File: src/rtl/gray_pkg.sv
// Shared Gray-code helpers and count limits for the Gray counter and its bench.
// The conversion functions work on a zero-extended MAX_WIDTH word, so any narrower width fits.
package gray_pkg;

    localparam int MAX_WIDTH  = 32;
    localparam int GRAY_WIDTH = 4;

    localparam logic [GRAY_WIDTH-1:0] CNT_MAX = {GRAY_WIDTH{1'b1}};
    localparam logic [GRAY_WIDTH-1:0] CNT_MIN = '0;

    function automatic logic [MAX_WIDTH-1:0] bin2gray(input logic [MAX_WIDTH-1:0] b);
        return b ^ (b >> 1);
    endfunction

    // Zero bits above the real MSB make b[MSB] = g[MSB] fall out of the same recurrence.
    function automatic logic [MAX_WIDTH-1:0] gray2bin(input logic [MAX_WIDTH-1:0] g);
        logic [MAX_WIDTH-1:0] b;
        b[MAX_WIDTH-1] = g[MAX_WIDTH-1];
        for (int i = MAX_WIDTH - 2; i >= 0; i--) begin
            b[i] = b[i+1] ^ g[i];
        end
        return b;
    endfunction

endpackage

File: src/rtl/gray_counter_encoder.sv
// Combinational binary-to-Gray encoder that feeds the counter's Gray output register.
import gray_pkg::*;

module gray_encoder #(
    parameter int WIDTH = GRAY_WIDTH
) (
    input  logic [WIDTH-1:0] bin_i,
    output logic [WIDTH-1:0] gray_o
);

    assign gray_o = WIDTH'(bin2gray(MAX_WIDTH'(bin_i)));

endmodule

File: src/rtl/gray_counter.sv
// Up/down counter with registered Gray and binary outputs, Gray-coded load and a
// terminal-count pulse; wraps or saturates at the limits depending on WRAP.
import gray_pkg::*;

module gray_counter #(
    parameter int WIDTH = GRAY_WIDTH,
    parameter bit WRAP  = 1'b1
) (
    input  logic             clk,
    input  logic             rst,
    input  logic             en,
    input  logic             up,
    input  logic             load,
    input  logic [WIDTH-1:0] load_gray,
    output logic [WIDTH-1:0] gray,
    output logic [WIDTH-1:0] bin,
    output logic             tc
);

    localparam logic [WIDTH-1:0] CNT_TOP = {WIDTH{1'b1}};
    localparam logic [WIDTH-1:0] CNT_BOT = '0;
    localparam logic [WIDTH-1:0] ONE     = {{(WIDTH-1){1'b0}}, 1'b1};

    logic [WIDTH-1:0] cnt_q, cnt_d;
    logic [WIDTH-1:0] gray_q, gray_d;
    logic             tc_q, tc_d;

    // NOTE: every signal written here gets a default first, so no path leaves it unassigned (no latch).
    always_comb begin
        cnt_d = cnt_q;
        tc_d  = 1'b0;
        if (load) begin
            cnt_d = WIDTH'(gray2bin(MAX_WIDTH'(load_gray)));
        end else if (en) begin
            if (up) begin
                if (cnt_q == CNT_TOP) begin
                    tc_d  = 1'b1;
                    cnt_d = WRAP ? CNT_BOT : CNT_TOP;
                end else begin
                    cnt_d = cnt_q + ONE;
                end
            end else begin
                if (cnt_q == CNT_BOT) begin
                    tc_d  = 1'b1;
                    cnt_d = WRAP ? CNT_TOP : CNT_BOT;
                end else begin
                    cnt_d = cnt_q - ONE;
                end
            end
        end
    end

    // Encode the next count so Gray and binary outputs update on the same edge.
    gray_encoder #(
        .WIDTH (WIDTH)
    ) u_encoder (
        .bin_i  (cnt_d),
        .gray_o (gray_d)
    );

    // NOTE: state registers use non-blocking assignments so all flops sample pre-edge values together.
    always_ff @(posedge clk) begin
        if (rst) begin
            cnt_q  <= '0;
            gray_q <= '0;
            tc_q   <= 1'b0;
        end else begin
            cnt_q  <= cnt_d;
            gray_q <= gray_d;
            tc_q   <= tc_d;
        end
    end

    assign gray = gray_q;
    assign bin  = cnt_q;
    assign tc   = tc_q;

endmodule

File: config.mk
export PLATFORM = sky130hd
export DESIGN_NAME = gray_counter
export DESIGN_NICKNAME = d
export VERILOG_FILES = /design/src/rtl/gray_pkg.sv /design/src/rtl/gray_counter_encoder.sv /design/src/rtl/gray_counter.sv
export SDC_FILE = /design/constraint.sdc
export NUM_CORES = 1
export LEC_CHECK = 0
export ABC_AREA = 1
export CELL_PAD_IN_SITES_DETAIL_PLACEMENT = 1
export CELL_PAD_IN_SITES_GLOBAL_PLACEMENT = 1
export CORE_ASPECT_RATIO = 0.75
export CORE_MARGIN = 2
export CORE_UTILIZATION = 29
export DETAILED_ROUTE_END_ITERATION = 8
export HOLD_SLACK_MARGIN = 0.12
export PLACE_DENSITY = 0.76
export SLEW_MARGIN = 0
export SYNTH_ARGS = -nofsm -noshare
export SYNTH_HDL_FRONTEND = slang
export SYNTH_SLANG_ARGS = --single-unit
File: constraint.sdc
create_clock -name clk -period 2 [get_ports clk]
set_input_delay 0.4 -clock clk [delete_from_list [all_inputs] [get_ports clk]]
set_output_delay 0.4 -clock clk [all_outputs]
set_load 0.02 [all_outputs]
Yosys cells after proc, flatten, opt, wreduce, memory -nomap -nowiden

Cells that the tools add are included.

Output and inout bits: 9
Logic and storage cells: 21
Register bits after elaboration: 9

Equality and inequality tests: 1
Bitwise gates (word level): 5
Add/sub/neg operators: 2
Reductions and logical operators: 2
Muxes and demuxes: 8

Operators by type and width:

| operator            | number |
|---|---|
| $mux 4              | 5 |
| $add 4x1->4 const B | 1 |
| $eq 4x4->1 const B  | 1 |
| $logic_not 4->1     | 1 |
| $sub 4x1->4 const B | 1 |
| $xor 4x3->4         | 1 |
| $mux 1              | 3 |
| $reduce_or 3->1     | 1 |
| $xor 1x1->1         | 3 |
| $not 1->1           | 1 |

Depth between registers and ports, before layout

Gate-level depths: netlist (run 1).

Word-level depth: 6
Depth in mapped cells: 11

Cells and area by module

From an unflattened synthesis (run 1), not the netlist that was laid out.

Cell total of the unflattened synthesis: 96
Area total of the unflattened synthesis: 621.8 µm²

By module, submodules not included:

| module       | times used | area each (µm²) | seq. area each (µm²) | cells each |
|---|---|---|---|---|
| gray_counter | 1          | 565.5           | 180.2                | 82 |
| gray_encoder | 1          | 56.3            | 0.0                  | 14 |

Worst setup path after synthesis (run 1)

Ideal clock, no wire load.

Path type: flip-flop to flip-flop
From: register cnt_q[0], in the netlist bin[0]
To: register gray_q[0], in the netlist gray[0]
Period minus slack after synthesis: 1.606 ns
Data arrival time: 1.548 ns
Setup slack: 0.394 ns
Buffers on the path: 0
Cell stages (with the launch flop): 9
Required time: 1.942 ns
Cells stage by stage: dfxtp_1 -> inv_1 -> ha_1 -> xor2_1 -> o21ai_0 -> o21ai_2 -> nor2_2 -> nand3_1 -> nand2_1

Cells in the longest elaborated chain, start to end: 6

Ends and longest elaborated chain:

| item                                      | line                                   | text |
|---|---|---|
| start, declared                           | gray_counter.sv:24                     | `logic [WIDTH-1:0] cnt_q, cnt_d;` |
| start signal, assigned                    | gray_counter.sv:68                     | `cnt_q <= cnt_d;` |
| $sub 4x1->4, or another cell as far along | gray_counter.sv:47                     | `cnt_d = cnt_q - ONE;` |
| $mux 4 (on tied branches)                 | gray_counter.sv:43, gray_counter.sv:36 |  |
| $mux 4                                    | gray_counter.sv:35                     | `if (up) begin` |
| $mux 4 *                                  | gray_counter.sv:34                     | `end else if (en) begin` |
| $mux 4 *                                  | gray_counter.sv:32                     | `if (load) begin` |
| $xor 4x3->4 *                             | gray_pkg.sv:12                         | `return b ^ (b >> 1);` |
| end signal, assigned                      | gray_counter.sv:69                     | `gray_q <= gray_d;` |
| end, declared                             | gray_counter.sv:25                     | `logic [WIDTH-1:0] gray_q, gray_d;` |

Every way passes the cells marked *; elsewhere a longest branch is shown, timed or not.
A chain may end at the register's enable or synchronous reset.

Worst setup path in the final report (run 1)

From: register cnt_q[3], in the netlist bin[3]
To: output port bin[3]

RTL lines:

| item          | line               | text |
|---|---|---|
| end, declared | gray_counter.sv:16 | `output logic [WIDTH-1:0] bin,` |

No word-level cell between the ends.

==> impl_metrics.csv, run 1 <==
group,metric,value,unit
route,wirelength,1570,um
timing,fmax,556,MHz
place,io_buffers,17,
timing,period_minus_slack,1800,ps
worst_setup_path,reg2reg_slack,370,ps
layout,num-nets-final,118,
worst_hold_path,hold_path.startpoint,"bin[2]",
clock_tree,cts_hold_buffers,0,
route,drt-wirelength-per-cell,12.3,um
worst_setup_path,cp-end-kind,"output port",
worst_setup_path,arrival,1400,ps
clock_tree,worstSkewPairLatency,250,ps
clock_tree,clockRootBuffer,"clkbuf_4",
worst_setup_path,reg2reg_from,"bin[0]",
timing,final_max_slew_viol_count,0,
worst_setup_path,start_kind,"flop",
place,hpwlAfterDp,1320,um
global_routing,grt_pass1_wl,2570,um
timing,worstMarginPinSlew,294,ps
route,drcViolationCount,0,
synthesis,seq_area_frac_synth,29.0,%
synthesis,yosysWarnings,0,
worst_setup_path,path_cells,"clkdlybuf4s50_1",
floorplan,die_width,54.4,um
pwr,cellPowerDensity,651,mW/mm^2
pwr,p_switching,180,uW
pwr,switching_share,35.1,%
synthesis,syn-cell-area,552,um^2
pwr,power.leakage,0.359,nW
worst_setup_path,path_buf_inv,1,
floorplan,die_y,41.8,um
floorplan,initial_utilization,31.4,%
pwr,p_int,332,uW
clock_tree,cts.clk_slew.worst_paths,50,ps
route,drt-initial-drc-count,7,
synthesis,avgSynthCellArea,6.65,um^2
worst_hold_path,min_to,"tc",
floorplan,fp-row-count,13,
route,num_vias,616,
timing,tns,0,ps
route,drtPass1Iterations,4,
timing,fin_crit_sh,90.0,%
pwr,pwr-share-clk,23.5,%
pwr,ir_drop,249,uV
pwr,seqPwrFrac,37.0,%
global_routing,grt_overflow_total,0,
floorplan,fp.dieArea,0.00227,mm^2
worst_setup_path,reg2regPathDepth,8,
worst_setup_path,r2r_end,"gray[0]",
pwr,comb_power_share,39.5,%
worst_setup_path,crit_family,"buffers and inverters",
floorplan,core_area,0.00176,mm^2
timing,final-setup-viol-count,0,
synthesis,synth_fp_nets,94,
route,drtAntennaViolNets,0,
clock_tree,htreeDepth,1,
global_routing,antenna_found_initial,0,
clock_tree,cts_resized,0,
timing,relSlewSlack,80.2,%
worst_setup_path,worstSetupPathType,"flop to output port",
clock_tree,cts_buffers,3,
global_routing,grt_usage,15.5,%
clock_tree,cts_tree,"done",
worst_setup_path,slowest_stage,"clkdlybuf4s50_1",
timing,skew,3.31,ps
synthesis,synth.distinct_cells,20,
worst_hold_path,hold_path_depth,4,
clock_tree,post_cts_buffers,0,
outcome,status,"completed",
worst_setup_path,required,1600,ps
timing,hold_violations,0,
layout,insertedDiodeCount,0,
worst_hold_path,hp-class,"flop to flop",
clock_tree,cts_buffer_depth,2,
global_routing,grt_max_degree,8,
worst_setup_path,cp_max_fo,7,
clock_tree,clock-sinks,8,
timing,hold_slack,721,ps
place,place.gp.congestion,0.750,
synthesis,synth-seq-cells,8,
layout,drive_gt1_share,17.1,%
floorplan,io_pins,18,
job,max_cap_violations,0,
route,vias_per_cell,4.85,
worst_setup_path,max_stage_delay,670,ps
timing,rsz0062_at_grt,"no",
global_routing,grt_pass1_vias,620,
synthesis,syn_inst,83,
layout,syn2layout_area_growth,42.6,%
==> flip-flops by register name, indices dropped and copies added (netlist names) <==
signal and flops:
bin 4, gray 3, tc 1
==> how the worst max path moves through the flow <==
stage | slack (ps) | endpoint | depth (start not counted) | from
global route | 160 | bin[3] | 1 | bin[3]
floorplan | 390 | gray[0] | 8 | bin[0]
CTS | 190 | bin[3] | 1 | bin[3]
global placement | 150 | gray[1] | 7 | up
detailed placement | 100 | gray[0] | 9 | load_gray[3]
finish | 200 | bin[3] | 1 | bin[3]
==> power groups by stage <==
| stage | sequential (mW) | combinational (mW) | clock, mW |
|---|---|---|---|
| 4_1_cts | 0.190 | 0.204 | 0.124 |
| 6_report | 0.190 | 0.202 | 0.120 |
| 2_1_floorplan | 0.213 | 0.0927 | 0 |
| 3_3_place_gp | 0.192 | 0.199 | 0 |
| 3_5_place_dp | 0.193 | 0.202 | 0 |
| 5_1_grt | 0.192 | 0.223 | 0.133 |
==> synthesized netlist by cell type <==
master / instances / share of area (%)
o21ai_1: 2 / 1.8
buf_4: 1 / 1.4
inv_2: 2 / 1.4
nor2_1: 6 / 4.1
nor3_4: 1 / 2.9
nand3_1: 11 / 10
dfxtp_1: 8 / 29
ha_1: 2 / 4.5
nor2_2: 2 / 2.3
o21ai_0: 2 / 1.8
nand4_1: 1 / 1.1
inv_1: 9 / 6.1
or2_1: 1 / 1.1
xnor2_1: 1 / 1.6
a21oi_1: 3 / 2.7
xor2_1: 2 / 3.2
nand2_2: 4 / 4.5
a211oi_1: 1 / 1.4
o21ai_2: 3 / 4.8
nand2_1: 21 / 14
==> stage by stage <==
step	power [mW]	setup WS [ps]	std cells	instance area, um^2	util (%)
3_5_place_dp	0.395	99.8	124	764	43.5
6_report	0.512	200	127	787	44.8
4_1_cts	0.518	189	127	787	44.8
5_1_grt	0.548	156	127	787	44.8
2_1_floorplan	0.306	394	83	552	-
3_3_place_gp	0.391	154	124	764	43.5
==> cell type report <==
class / count / area, um^2
fillers: 239 / 970
multi-input cells: 63 / 343
repair buffers: 20 / 193
flip-flops and latches: 8 / 160
inverters: 11 / 41.3
well taps: 22 / 27.5
clock buffers: 3 / 22.5
==> kinds of logic after synthesis <==
logic type	count (synthesis)	share of synthesized area, %
buffers and inverters	12	8.84
AND/OR/NAND/NOR	47	40.4
AO/OA/AOI/OAI	11	12.5
flip-flops	8	29.0
adder cells (fa/ha/maj)	2	4.53
XOR/XNOR	3	4.76
==> layer usage <==
| layer | share of wire, % | GRT usage, % |
|---|---|---|
| met1 | 49 | 19.7 |
| met2 | 46 | 25.1 |
| met3 | 4.5 | 2.16 |
| met4 | 0.83 | 7.50 |
| met5 | 0 | 0 |
==> cell usage in the layout (no fill, tap or decap), types with 2 or more instances in the layout <==
master            n
clkdlybuf4s50_1  17
o21ai_1           2
dfxtp_1           8
o21ai_2           3
clkbuf_4          3
inv_2             2
nor2_1            6
buf_4             3
ha_1              2
o21ai_0           2
nand2_1          21
a21oi_1           3
nand2_2           4
nand3_1          11
nor2_2            2
xor2_1            2
inv_1             9
Power figures use the tool's default switching activity.
==> run 2: changes to the inputs <==
- MAX_ROUTING_LAYER: not set -> met4
==> results of run 2 <==
Same layout as run 1: the final DEF is identical, and so are final timing and power.
Main changes from that run: final weighted congestion in routability-driven placement 0.750 -> 0.759; overall routing resource usage 15.5% -> 15.9%
